===== src/rtl/ubfifo_wr_sched.sv =====
// Producer-side scheduler for the unified-block FIFO: walks the picture in
// ubSize x ubSize blocks, gates each block on FIFO vacancy, then streams its words.
module ubfifo_wr_sched #(
    parameter int AW     = 8,
    parameter int ubSize = 64,
    parameter int unit   = 4
) (
    input  logic          clk,
    input  logic          arst_n,
    input  logic          start,
    input  logic [12:0]   pic_width_in_luma_samples,
    input  logic [12:0]   pic_height_in_luma_samples,
    input  logic          in_valid,
    output logic          in_ready,
    output logic          p_we_n,
    output logic [AW-1:0] p_waddr,
    output logic [AW:0]   p_pblk,
    input  logic [AW:0]   p_vc,
    output logic [12:0]   p_x1,
    output logic [12:0]   p_y1,
    output logic          busy,
    output logic          done
);

    localparam int          US = $clog2(unit);
    localparam logic [13:0] UB = 14'(ubSize);
    localparam logic [13:0] UM = 14'(unit - 1);

    typedef enum logic [2:0] {
        IDLE,
        CALC,
        WAIT_VC,
        BURST,
        NEXT,
        FIN
    } state_t;

    state_t      state;
    logic [12:0] w;
    logic [12:0] h;
    logic [13:0] x0;
    logic [13:0] y0;
    logic [AW:0] cnt;

    logic [13:0] rem_w;
    logic [13:0] rem_h;
    logic [13:0] wblk;
    logic [13:0] hblk;
    logic [13:0] cw;
    logic [13:0] ch;
    logic [AW:0] cw_w;
    logic [AW:0] ch_w;
    logic [13:0] nx;
    logic [13:0] ny;
    logic [AW:0] cnt_nx;
    logic        accept;

    // Block geometry; x0/y0 are always inside the picture when these are used.
    always_comb begin
        rem_w  = {1'b0, w} - x0;
        rem_h  = {1'b0, h} - y0;
        wblk   = (rem_w < UB) ? rem_w : UB;
        hblk   = (rem_h < UB) ? rem_h : UB;
        cw     = (wblk + UM) >> US;
        ch     = (hblk + UM) >> US;
        cw_w   = (AW+1)'(cw);
        ch_w   = (AW+1)'(ch);
        nx     = x0 + UB;
        ny     = y0 + UB;
        cnt_nx = cnt + (AW+1)'(1);
    end

    // The write strobe follows the upstream handshake in the same cycle.
    assign accept = in_valid & in_ready;
    assign p_we_n = ~accept;

    always_ff @(posedge clk or negedge arst_n) begin
        if (!arst_n) begin
            state    <= IDLE;
            in_ready <= 1'b0;
            busy     <= 1'b0;
            done     <= 1'b0;
            p_waddr  <= '0;
            p_pblk   <= '0;
            p_x1     <= '0;
            p_y1     <= '0;
            w        <= '0;
            h        <= '0;
            x0       <= '0;
            y0       <= '0;
            cnt      <= '0;
        end else begin
            case (state)
                IDLE: begin
                    if (start) begin
                        w    <= pic_width_in_luma_samples;
                        h    <= pic_height_in_luma_samples;
                        x0   <= '0;
                        y0   <= '0;
                        busy <= 1'b1;
                        if (pic_width_in_luma_samples == '0 ||
                            pic_height_in_luma_samples == '0) begin
                            state <= FIN;
                            done  <= 1'b1;
                        end else begin
                            state <= CALC;
                        end
                    end
                end
                CALC: begin
                    p_pblk <= cw_w * ch_w;
                    p_x1   <= 13'(x0 + wblk - 14'd1);
                    p_y1   <= 13'(y0 + hblk - 14'd1);
                    cnt    <= '0;
                    state  <= WAIT_VC;
                end
                WAIT_VC: begin
                    if (p_vc >= p_pblk) begin
                        state    <= BURST;
                        in_ready <= 1'b1;
                    end
                end
                BURST: begin
                    if (accept) begin
                        p_waddr <= p_waddr + AW'(1);
                        cnt     <= cnt_nx;
                        if (cnt_nx == p_pblk) begin
                            state    <= NEXT;
                            in_ready <= 1'b0;
                        end
                    end
                end
                NEXT: begin
                    if (nx >= {1'b0, w}) begin
                        x0 <= '0;
                        y0 <= ny;
                        if (ny >= {1'b0, h}) begin
                            state <= FIN;
                            done  <= 1'b1;
                        end else begin
                            state <= CALC;
                        end
                    end else begin
                        x0    <= nx;
                        state <= CALC;
                    end
                end
                FIN: begin
                    done  <= 1'b0;
                    busy  <= 1'b0;
                    state <= IDLE;
                end
                default: state <= IDLE;
            endcase
        end
    end

endmodule


===== config.mk =====
export PLATFORM = sky130hd
export DESIGN_NAME = ubfifo_wr_sched
export DESIGN_NICKNAME = d
export VERILOG_FILES = /design/src/rtl/ubfifo_wr_sched.sv
export SDC_FILE = /design/constraint.sdc
export NUM_CORES = 1
export LEC_CHECK = 0
export CAP_MARGIN = 25
export CELL_PAD_IN_SITES_DETAIL_PLACEMENT = 1
export CELL_PAD_IN_SITES_GLOBAL_PLACEMENT = 1
export CORE_UTILIZATION = 40
export DETAILED_ROUTE_END_ITERATION = 8
export PLACE_DENSITY = 0.75
export SYNTH_ARGS = -nofsm -noshare
export SYNTH_HDL_FRONTEND = slang
export SYNTH_SLANG_ARGS = --single-unit

===== constraint.sdc =====
create_clock -name clk -period 6 [get_ports clk]
set_input_delay 0.6 -clock clk [delete_from_list [all_inputs] [get_ports clk]]
set_output_delay 0.6 -clock clk [all_outputs]
set_load 0.005 [all_outputs]

==> impl_metrics.json <==
{
  "cts_buffers": 9,
  "crit_required_ps": 6260,
  "path_buf_inv": 1,
  "startpoint_type": "register",
  "violations": "setup timing",
  "gp_congestion": 0.8206,
  "syn_area_per_cell_sq_um": 8.744,
  "dpl_cell_area_sq_um": 10330,
  "critPathArrivalTime_ps": 6640,
  "seq_area_sq_um": 2502,
  "hp-class": "primary input to asynchronous set/reset pin",
  "yosysTopAreaCell": "dfrtp_1",
  "fmax_mhz": 156.8,
  "grt_max_degree": 52,
  "dr_wl_met3_microns": 588,
  "synthArstFlopShare_pct": 100.0,
  "finalMaxSlewViolations": 0,
  "total_power_mw": 4.372,
  "num_rows": 52,
  "clkSinkCount": 100,
  "yosysUniqueCellTypes": 60,
  "drive_above_1_share_pct": 19.23,
  "synthFlopType": "dfrtp_1",
  "maxSlewHeadroom_pct": 33.90,
  "clk_pin_slew_worst_paths_ps": 90,
  "timing.final.ws_setup_ps": -379.2,
  "r2r-end": "p_pblk[8]",
  "clock_latency_ps": 380,
  "status": "finished with violations",
  "synthTopCellsByCount": "130 x nand2_1, 117 x inv_1, 108 x ha_1",
  "synth.top_cell.area_share_pct": 30.35,
  "rr_worst_depth": 26,
  "finalSetupViolations": 1,
  "root_buffer": "clkbuf_16",
  "top_layer": "met4",
  "hold_slack_ps": 270.5,
  "path_max_fanout": 5,
  "grt_pass1_wl_microns": 39560,
  "cpLargestDelayFamily": "adder cells",
  "drc_errors": 0,
  "ff2ff_setup_slack_ps": -380,
  "post-dp-hpwl_microns": 17890,
  "drtIter0Drc": 300,
  "synth.cell_area_sq_um": 8245,
  "ys_ff_latch": 100,
  "antenna_found_initial": 1,
  "core_sq_um": 20230,
  "period_share_pct": 106.3,
  "p_leak_nw": 5.231,
  "peakVddDrop_mv": 0.1817,
  "cp-end-kind": "register",
  "cts.path.max_buffers": 2,
  "cts_tree": "done",
  "fp.dieH_microns": 145.6,
  "yosysSeqAreaShare_pct": 30.35,
  "fin_skew_ps": 10.95,
  "final-hold-violation-count": 0,
  "wl_met2_microns": 12520,
  "yosysMostFrequentCell": "nand2_1",
  "final_util_pct": 53.99,
  "vias": 7314,
  "holdBufCountCts": 0,
  "ant_nets": 0,
  "tightest_slew_ps": 986.2,
  "synth_edf_count": 0,
  "yosys_warnings": 0,
  "port_buffers": 85,
  "max_cap_violations": 0,
  "syn2layout_area_growth_pct": 32.50,
  "drt-met1-wl_microns": 10370,
  "dieArea_sq_um": 21190,
  "cp_num_cells": 26,
  "grt_pass1_vias": 8022,
  "nNetsFinal": 1311,
  "reg2reg_from": "w[8]",
  "htreeDepth": 3,
  "min_period_ps": 6379,
  "rsz0062_at_grt": "yes",
  "nFillCells": 2372,
  "fin_area_sq_um": 10930,
  "multi_input_area_sq_um": 5687,
  "grt_use_total_pct": 23.29,
  "slowest_delay_ps": 470,
  "post-place-ws_ps": -377.8,
  "start_util_pct": 40.75,
  "crit_type": "register to register",
  "crit_path_end": "p_pblk[8]",
  "synthCells": 943,
  "wl_microns": 24060,
  "startpoint": "w[8]",
  "routedWlPerCell_microns": 16.94,
  "cellPowerDensity_nw_per_um2": 400.2,
  "post_drt_via_cell_ratio": 5.151,
  "grt_overflow_total": 0,
  "first_pass_iters": 5,
  "dieWidth_microns": 145.6,
  "synth_area_leaders": "dfrtp_1 30%, ha_1 16%, nand2_1 5.9%, o21ai_0 5.4%, inv_1 5.3%",
  "ios": 86,
  "cp_slowest_cell": "fa_1"
}
[metal layers]
layer	up-vias	track usage (%)
li1	3559	-
met1	3603	28.09
met2	112	42.40
met3	40	3.009
met4	0	8.211
met5	-	0
[what timing repair did]
action,4_1_cts,5_1_grt
gates resized for setup,23,31
setup endpoints to repair,2,3
endpoints found under the hold margin,0,0
pin swaps,16,25
setup buffers,5,4
[final cells by class]
cell class,count,share of cell area (%)
clock inverter,7,0.9047
sequential,100,22.90
timing repair buffer,189,14.95
antenna,1,0.02290
tap,270,3.092
inverter,117,4.020
multi-input combinational,727,52.05
clock buffer,9,2.061
[flip-flops by register name, indices dropped and copies added, names as in the netlist]
name / cells
x0: 8
in_ready: 1
p_x1: 13
w: 13
y0: 8
cnt: 9
done: 1
p_y1: 13
h: 13
state: 3
busy: 1
p_waddr: 8
p_pblk: 9
[layout by cell type, fill, tap and decap left out, drive strengths merged, types with 3 or more instances in the layout]
| master | synthesis | layout |
|---|---|---|
| a21o | 14 | 14 |
| o211ai | 4 | 4 |
| clkbuf | 19 | 9 |
| a32o | 6 | 6 |
| o21bai | 7 | 7 |
| nor3b | 3 | 3 |
| and3 | 9 | 9 |
| a211o | 4 | 4 |
| mux2i | 4 | 4 |
| clkinv | 0 | 3 |
| and2 | 13 | 13 |
| nand3 | 27 | 27 |
| mux2 | 12 | 12 |
| a21oi | 40 | 40 |
| xor2 | 32 | 32 |
| nor2 | 37 | 37 |
| conb | 2 | 26 |
| nand4 | 7 | 7 |
| a31o | 5 | 5 |
| dfrtp | 100 | 100 |
| nor2b | 7 | 7 |
| nor3 | 17 | 17 |
| clkdlybuf4s50 | 0 | 84 |
| fa | 20 | 20 |
| inv | 117 | 121 |
| o21ai | 90 | 90 |
| ha | 108 | 108 |
| a211oi | 6 | 6 |
| nor4 | 10 | 10 |
| buf | 4 | 105 |
| o31ai | 4 | 4 |
| nand2 | 131 | 131 |
| xnor2 | 50 | 50 |
| nand2b | 12 | 12 |
[how the worst min path moves through the flow]
stage | slack, ps | startpoint | endpoint | cells after the start
floorplan | 300 | arst_n | busy | 0
finish | 270 | arst_n | p_waddr[7] | 1
detailed placement | 470 | p_waddr[7] | p_waddr[7] | 1
CTS | 290 | arst_n | p_x1[9] | 1
global placement | 460 | p_waddr[7] | p_waddr[7] | 1
global route | 310 | arst_n | p_waddr[7] | 1
[power breakdown]
group          switching (mW)  total (mW)  internal [mW]
Combinational            1.25        2.53           1.28
Sequential              0.274        1.19          0.919
Clock                   0.343       0.650          0.308
[per-stage QoR]
stage,instances,TNS [ps]
6_report,1420,-379.2
3_3_place_gp,1394,-83.52
3_5_place_dp,1394,-414.3
2_1_floorplan,967,0
5_1_grt,1419,-801.1
4_1_cts,1415,-231.4
[kinds of logic (layout without fill, tap and decap cells)]
kind of cell	Yosys count	in the layout	share of synthesized area [%]
adder cells (fa/ha/maj)	128	128	21.24
multiplexers	16	16	2.124
flip-flops	100	100	30.35
XOR/XNOR	82	82	9.029
buffers and inverters	140	322	6.525
AO/OA/AOI/OAI	193	193	14.23
other	2	27	0.09108
AND/OR/NAND/NOR	282	282	16.40
No activity file was read; power rests on OpenSTA's default activity.
